File: src/rtl/sha256_pkg.sv
// Shared constants, FSM state type and the SHA-256 small-sigma functions
// used by the message schedule.
package sha256_pkg;

    localparam int unsigned WORD_W      = 32;
    localparam int unsigned BLOCK_WORDS = 16;
    localparam int unsigned ROUNDS      = 64;
    localparam int unsigned IDX_W       = 6;

    typedef enum logic [1:0] {
        StIdle,
        StLoad,
        StExpand
    } sched_state_e;

    // sigma0(x) = ROTR7 ^ ROTR18 ^ SHR3
    function automatic logic [WORD_W-1:0] sigma0(input logic [WORD_W-1:0] x);
        return {x[6:0], x[31:7]} ^ {x[17:0], x[31:18]} ^ (x >> 3);
    endfunction

    // sigma1(x) = ROTR17 ^ ROTR19 ^ SHR10
    function automatic logic [WORD_W-1:0] sigma1(input logic [WORD_W-1:0] x);
        return {x[16:0], x[31:17]} ^ {x[18:0], x[31:19]} ^ (x >> 10);
    endfunction

endpackage

File: src/rtl/sha256_sched_word.sv
// Combinational expansion of one schedule word:
// W[t] = sigma1(W[t-2]) + W[t-7] + sigma0(W[t-15]) + W[t-16] (mod 2^32).
module sha256_sched_word
    import sha256_pkg::*;
(
    input  logic [WORD_W-1:0] i_w2,
    input  logic [WORD_W-1:0] i_w7,
    input  logic [WORD_W-1:0] i_w15,
    input  logic [WORD_W-1:0] i_w16,
    output logic [WORD_W-1:0] o_sum
);

    assign o_sum = sigma1(i_w2) + i_w7 + sigma0(i_w15) + i_w16;

endmodule

File: src/rtl/sha256_msg_sched.sv
// SHA-256 message schedule: loads 16 message words, passes them through, then
// expands W[16..63] from a 16-word sliding window, one word per cycle with a
// valid/ready output register. Optional synchronous abort port enabled by
// the macro SHA256_SCHED_ABORT_EN.
module sha256_msg_sched
    import sha256_pkg::*;
(
    input  logic              clk,
    input  logic              rst,
`ifdef SHA256_SCHED_ABORT_EN
    input  logic              abort,
`endif
    input  logic              in_valid,
    output logic              in_ready,
    input  logic [WORD_W-1:0] in_word,
    output logic              w_valid,
    input  logic              w_ready,
    output logic [WORD_W-1:0] w_out,
    output logic [IDX_W-1:0]  w_idx,
    output logic              w_last
);

    localparam logic [IDX_W-1:0] LAST_LOAD  = IDX_W'(BLOCK_WORDS - 1);
    localparam logic [IDX_W-1:0] LAST_ROUND = IDX_W'(ROUNDS - 1);
    localparam int               WIN_TOP    = int'(BLOCK_WORDS) - 1;

    sched_state_e      r_state;
    sched_state_e      w_state_next;
    logic [IDX_W-1:0]  r_t;
    // r_win[15] is W[t-1], r_win[0] is W[t-16]
    logic [WORD_W-1:0] r_win [BLOCK_WORDS];
    logic              r_out_valid;
    logic [WORD_W-1:0] r_out_word;
    logic [IDX_W-1:0]  r_out_idx;
    logic              r_out_last;

    logic              w_clear;
    logic              w_free;
    logic              w_holds_last;
    logic              w_last_xfer;
    logic              w_accept;
    logic              w_expand;
    logic [WORD_W-1:0] w_sched;
    logic [WORD_W-1:0] w_next_word;

`ifdef SHA256_SCHED_ABORT_EN
    assign w_clear = rst || abort;
`else
    assign w_clear = rst;
`endif

    assign w_free       = !r_out_valid || w_ready;
    assign w_holds_last = r_out_valid && r_out_last;
    assign w_last_xfer  = w_holds_last && w_ready;

    // In EXPAND the input opens only in the cycle W[63] leaves, so the next
    // block's M[0] can follow with no bubble.
    assign in_ready    = w_free && ((r_state != StExpand) || w_holds_last);
    assign w_accept    = in_valid && in_ready;
    assign w_expand    = (r_state == StExpand) && w_free && !w_holds_last;
    assign w_next_word = w_accept ? in_word : w_sched;

    assign w_valid = r_out_valid;
    assign w_out   = r_out_word;
    assign w_idx   = r_out_idx;
    assign w_last  = r_out_last;

    sha256_sched_word u_word (
        .i_w2  (r_win[14]),
        .i_w7  (r_win[9]),
        .i_w15 (r_win[1]),
        .i_w16 (r_win[0]),
        .o_sum (w_sched)
    );

    // Next-state logic for the IDLE/LOAD/EXPAND controller.
    always_comb begin
        w_state_next = r_state;
        unique case (r_state)
            StIdle: begin
                if (w_accept) w_state_next = StLoad;
            end
            StLoad: begin
                if (w_accept && (r_t == LAST_LOAD)) w_state_next = StExpand;
            end
            StExpand: begin
                if (w_last_xfer) w_state_next = w_accept ? StLoad : StIdle;
            end
            default: w_state_next = StIdle;
        endcase
    end

    // State, counter, window and output register; clear wins over everything.
    always_ff @(posedge clk) begin
        if (w_clear) begin
            r_state     <= StIdle;
            r_t         <= '0;
            r_out_valid <= 1'b0;
            r_out_word  <= '0;
            r_out_idx   <= '0;
            r_out_last  <= 1'b0;
            for (int i = 0; i <= WIN_TOP; i++) begin
                r_win[i] <= '0;
            end
        end else begin
            r_state <= w_state_next;
            if (w_accept || w_expand) begin
                r_out_valid <= 1'b1;
                r_out_word  <= w_next_word;
                r_out_idx   <= r_t;
                r_out_last  <= (r_t == LAST_ROUND);
                // Wraps to 0 only after W[63] has been produced.
                r_t         <= r_t + 1'b1;
                for (int i = 0; i < WIN_TOP; i++) begin
                    r_win[i] <= r_win[i+1];
                end
                r_win[WIN_TOP] <= w_next_word;
            end else if (w_ready) begin
                r_out_valid <= 1'b0;
            end
        end
    end

endmodule

File: config.mk
export PLATFORM = sky130hd
export DESIGN_NAME = sha256_msg_sched
export DESIGN_NICKNAME = d
export VERILOG_FILES = /design/src/rtl/sha256_pkg.sv /design/src/rtl/sha256_sched_word.sv /design/src/rtl/sha256_msg_sched.sv
export SDC_FILE = /design/constraint.sdc
export NUM_CORES = 1
export LEC_CHECK = 0
export CORE_AREA = 2 2 205 207
export CTS_CLUSTER_SIZE = 14
export DETAILED_ROUTE_END_ITERATION = 8
export DIE_AREA = 0 0 207 209
export PLACE_DENSITY = 0.8
export SLEW_MARGIN = 20
export SYNTH_ARGS = -nofsm -noshare
export SYNTH_HDL_FRONTEND = slang
export SYNTH_SLANG_ARGS = --single-unit
File: constraint.sdc
create_clock -name clk -period 19.3 [get_ports clk]
set_input_delay 4.825 -clock clk [delete_from_list [all_inputs] [get_ports clk]]
set_output_delay 4.825 -clock clk [all_outputs]
set_load 0.01 [all_outputs]
## After elaboration in Yosys (flattened, before gate mapping)

Memory sizes are Yosys's and may differ from the RTL's.
Index checks and enable logic that the tools add are counted.

| word-level totals | value |
|---|---|
| register bits after elaboration | 48 |
| memory bits (writable) | 512 |
| bits of input ports | 36 |
| output and inout port bits | 41 |
| word-level logic and storage cells | 83 |
| memories kept | 1 |

Memory list:

| memory | words | width | read ports | clocked after Yosys merged registers in | write ports | line | text |
|---|---|---|---|---|---|---|---|
| r_win | 16 | 32 | 16 | 0 | 16 | sha256_msg_sched.sv:31 | `logic [WORD_W-1:0] r_win [BLOCK_WORDS];` |

| operators by class | value |
|---|---|
| $add $sub $neg | 4 |
| eq/ne operators | 8 |
| muxes and demuxes | 29 |
| bitwise gates (word level) | 20 |
| reductions and logical operators | 15 |

Operator list:

| kind | number |
|---|---|
| 32-bit two-way mux | 17 |
| 32-bit adder | 3 |
| 32-bit XOR | 2 |
| 32-bit by 22-bit XOR with 32-bit output | 1 |
| 32-bit by 29-bit XOR with 32-bit output | 1 |
| 1-bit bitwise OR | 16 |
| 1-bit two-way mux | 8 |
| 2-bit != test, second input constant | 4 |
| 1-bit logical AND | 7 |
| 6-bit by 1-bit adder with 6-bit output, second input constant | 1 |
| 6-bit by 4-bit == test with 1-bit output, second input constant | 1 |
| 6-bit == test, second input constant | 1 |
| 2-bit two-way mux | 3 |
| 2-bit case mux with 3 select lines | 1 |
| 1-bit logical OR | 3 |
| 3-bit AND reduction | 1 |
| 2-bit by 1-bit == test with 1-bit output, second input constant | 1 |
| 2-bit == test, second input constant | 1 |
| 1-bit logical NOT | 2 |
| 2-bit logical NOT | 1 |
| 2-bit nonzero test | 1 |

## Logic depth before layout (Yosys ltp)

| logic depth | value |
|---|---|
| word-level depth | 9 |
| mapped depth | 17 |
| mapped depth without buffers | 17 |

## By module

Synthesis repeated with hierarchy kept, for this count alone.

| unflattened totals | value |
|---|---|
| cells, all modules | 1814 |
| area, all modules | 25186.7 µm² |

By module, submodules not included:

| module | instances | cells each | area each (µm²) | seq. area each (µm²) |
|---|---|---|---|---|
| sha256_msg_sched | 1 | 1318 | 20945.1 | 16335.7 |
| sha256_sched_word | 1 | 496 | 4241.6 | 0.0 |

## Least setup slack after synthesis

Ideal clock, no wire load.

| timing path | value |
|---|---|
| path kind | input to register |
| start point | input w_ready |
| end point | memory r_win[0][0], enable pin |
| setup time | 0.859 ns |
| arrival | 15.436 ns |
| data required time | 18.441 ns |
| path slack | 3.005 ns |
| cell stages on the path | 5 |
| buffers on the path | 1 |
| cell sequence | o21ai_0 -> a21oi_1 -> clkbuf_1 -> nor2_1 -> inv_1 |

RTL lines:

| item | line | text |
|---|---|---|
| start: declaration | sha256_msg_sched.sv:17 | `input logic w_ready,` |
| end: declaration | sha256_msg_sched.sv:31 |  |

## Worst setup path after layout

| timing path | value |
|---|---|
| start point | input w_ready |
| end point | output in_ready |

| between the ends | value |
|---|---|
| word-level cells in the longest chain between the ends | 2 |

Ends and longest elaborated chain:

| item | line | text |
|---|---|---|
| 1-bit logical OR | sha256_msg_sched.sv:52 | `assign w_free = !r_out_valid \|\| w_ready;` |
| 1-bit logical AND | sha256_msg_sched.sv:58 | `assign in_ready = w_free && ((r_state != StExpand) \|\| w_holds_last);` |
| end: declaration | sha256_msg_sched.sv:14 | `output logic in_ready,` |

Every way passes these cells.

==> flow_summary.ini <==
[critical_path]
rr_startpoint = r_win[0][36]$_SDFFCE_PN0P_
worstPathArrival_ns = 6.32
start_kind = input port
rr_endpoint = r_win[1][251]$_SDFFCE_PP0P_
r2r_slack_ns = 14.10
crit_required_ns = 14.48
ff2ff_path_depth = 17
cp-end-kind = primary output
critPathKind = input port to primary output
endpoint = in_ready
path_max_fanout = 5
critPathLaunch = w_ready

[floorplanning]
placement_rows = 75
die_h_um = 209
io_pins = 77
core_um2 = 41300
initial_core_util_pct = 61.2
die_w_um = 207
die_area_um2 = 43300

[drt]
antenna_left = 0
wl_per_cell_um = 20.5
drc_errors = 0
via_count = 13903
drtIter0Drc = 1182
viasPerCell = 5.48
finalWirelength_um = 52100
drtPass1Iterations = 5

[cells_and_area]
diodes = 0
drive_above_1_share_pct = 5.60
final_area_um2 = 28400
fillers = 2847
fin_nets = 2083
synthToLayoutAreaGrowth_pct = 12.3

[flow_run]
drv_cap = 0

[sta]
hold_viol = 0
min_period_over_period_pct = 57.8
tightest_slew_ns = 1.19
setup_tns_ns = 0
setup_viol = 0
hold_ws_ns = 0.454
slew_headroom_pct = 20.7
fmax_mhz = 89.7
rsz0062_at_grt = false
setup_ws_ns = 8.15
period_minus_slack_ns = 11.15
fin_skew_ns = 0.0267
finalMaxSlewViolations = 0

[clocking]
numCtsBuffers = 56
cts_buffer_depth = 3
clockRootBuffer = clkbuf_16
cts_sinks = 560
htree_levels = 2
holdBufCountCts = 0
path_clk_slew_ns = 0.06
cts_tree = yes
post_cts_buffers = 0
insertion_delay_ns = 0.62
cts_resized = 0

[pwr]
pwr-share-comb_pct = 40.0
seq_power_share_pct = 36.0
ir_drop_v = 0.000114
swShare_pct = 36.9
pwr_density_cell_nw_per_um2 = 158
clock_power_share_pct = 24.1
finalPower_mw = 4.49
p_switching_mw = 1.66
intPower_mw = 2.83
p_leak_nw = 11.0

[synthesis]
synth.distinct_cells = 58
synthMostInstantiatedCell = edfxtp_1
synth.area.top_cells = edfxtp_1 61%, and2_1 8.0%, fa_1 4.9%
synthTopCellsByCount = 512 x edfxtp_1, 323 x and2_1, 165 x nor2b_1, 149 x inv_1, 124 x xnor2_1
ys.flop_type = edfxtp_1
synth-seq-cells = 560
synth_async_sr_flop_share_pct = 0
synth_top_cell_by_area = edfxtp_1
netlist_area_um2 = 25300
synthCells = 1890
ys.warnings.count = 0
synth_edf_count = 512
syn_avg_cell_area_um2 = 13.4
synth_fp_nets = 2020
synth-seq-area-share_pct = 64.6
synth_top_area_share_pct = 60.8

[placement]
io_buffers = 76
routabilityCongestion = 0.916
pre_cts_slack_ns = 8.17
dpl-instance-area_um2 = 26500
hpwl_um = 34400

[global_route]
grt_antenna_before_repair = 3
grt_pass1_wl_um = 79300
grt_usage_pct = 24.4
grt-ovfl-total = 0
grt_pass1_vias = 13853
grt_max_degree = 209

[min_path]
hp-class = flip-flop to flip-flop

[status]
outcome = finished, final reports clean
[critical path, cell delays in order]
cell	delay, ns
clkdlybuf4s50_1	0.50
nor2b_1	0.06
a21oi_1	0.32
clkdlybuf4s50_1	0.61
[registers in the layout, indices dropped and copies added, names as in the netlist]
signal   cells
r_t          6
w_valid      1
r_win      512
w_idx        6
w_last       1
w_out       32
r_state      2
[worst min-delay path by stage]
stage	from	slack (ns)	end	depth (start not counted)
finish	w_idx[3]$_SDFFE_PP0P_	0.45	w_idx[3]$_SDFFE_PP0P_	2
global route	w_idx[5]$_SDFFE_PP0P_	0.48	w_idx[5]$_SDFFE_PP0P_	2
CTS	w_idx[3]$_SDFFE_PP0P_	0.45	w_idx[3]$_SDFFE_PP0P_	2
detailed placement	w_idx[3]$_SDFFE_PP0P_	0.45	w_idx[3]$_SDFFE_PP0P_	2
global placement	w_idx[5]$_SDFFE_PP0P_	0.44	w_idx[5]$_SDFFE_PP0P_	2
floorplan	r_t[1]$_SDFFE_PP0P_	0.46	w_idx[1]$_SDFFE_PP0P_	2
[cell usage in the layout (no fill, tap or decap), types with 51 or more instances in the layout]
cell             netlist  layout
edfxtp_1             512     512
and2_1               323     323
nor2b_1              165     165
inv_1                149     148
xnor2_1              124     124
nor2_1                88      87
clkdlybuf4s50_1        0      75
fa_1                  62      62
clkbuf_16              0      56
nand2_1               51      51
[power groups by stage]
| stage | Combinational (mW) | Sequential (mW) | Clock, mW |
|---|---|---|---|
| floorplan | 1.24 | 1.62 | 0 |
| global placement | 1.74 | 1.63 | 0 |
| detailed placement | 1.76 | 1.64 | 0 |
| CTS | 1.79 | 1.62 | 1.10 |
| global route | 1.97 | 1.63 | 1.14 |
| finish | 1.80 | 1.62 | 1.08 |
[metal layers]
layer | vias up | wire length [µm] | track usage, %
li1 | 6523 | - | -
met1 | 6883 | 22800 | 35.0
met2 | 395 | 24300 | 37.7
met3 | 102 | 3140 | 3.91
met4 | 0 | 1840 | 9.80
met5 | - | 0 | 0
[final cells by class]
cell class              instances  area (µm²)  share of cell area, %
well taps                     539         674                   2.38
clock inverters                37         377                   1.33
flip-flops and latches        560       16300                   57.6
repair buffers                 88         888                   3.13
inverters                     149         567                   2.00
clock buffers                  67        1450                   5.12
multi-input cells            1098        8090                   28.5
[metrics by stage]
step	std cells	utilization [%]
floorplan	1890	-
global placement	2433	64.2
detailed placement	2433	64.2
CTS	2537	68.7
global route	2538	68.7
finish	2538	68.7
[cells by family after synthesis]
family          synth area share, %
compound gates                 4.58
buf+inv                        3.46
xor+xnor                       5.09
fa+ha+maj                      6.49
flops                          64.6
mux                           0.396
simple gates                   15.4
Power figures use the tool's default switching activity.
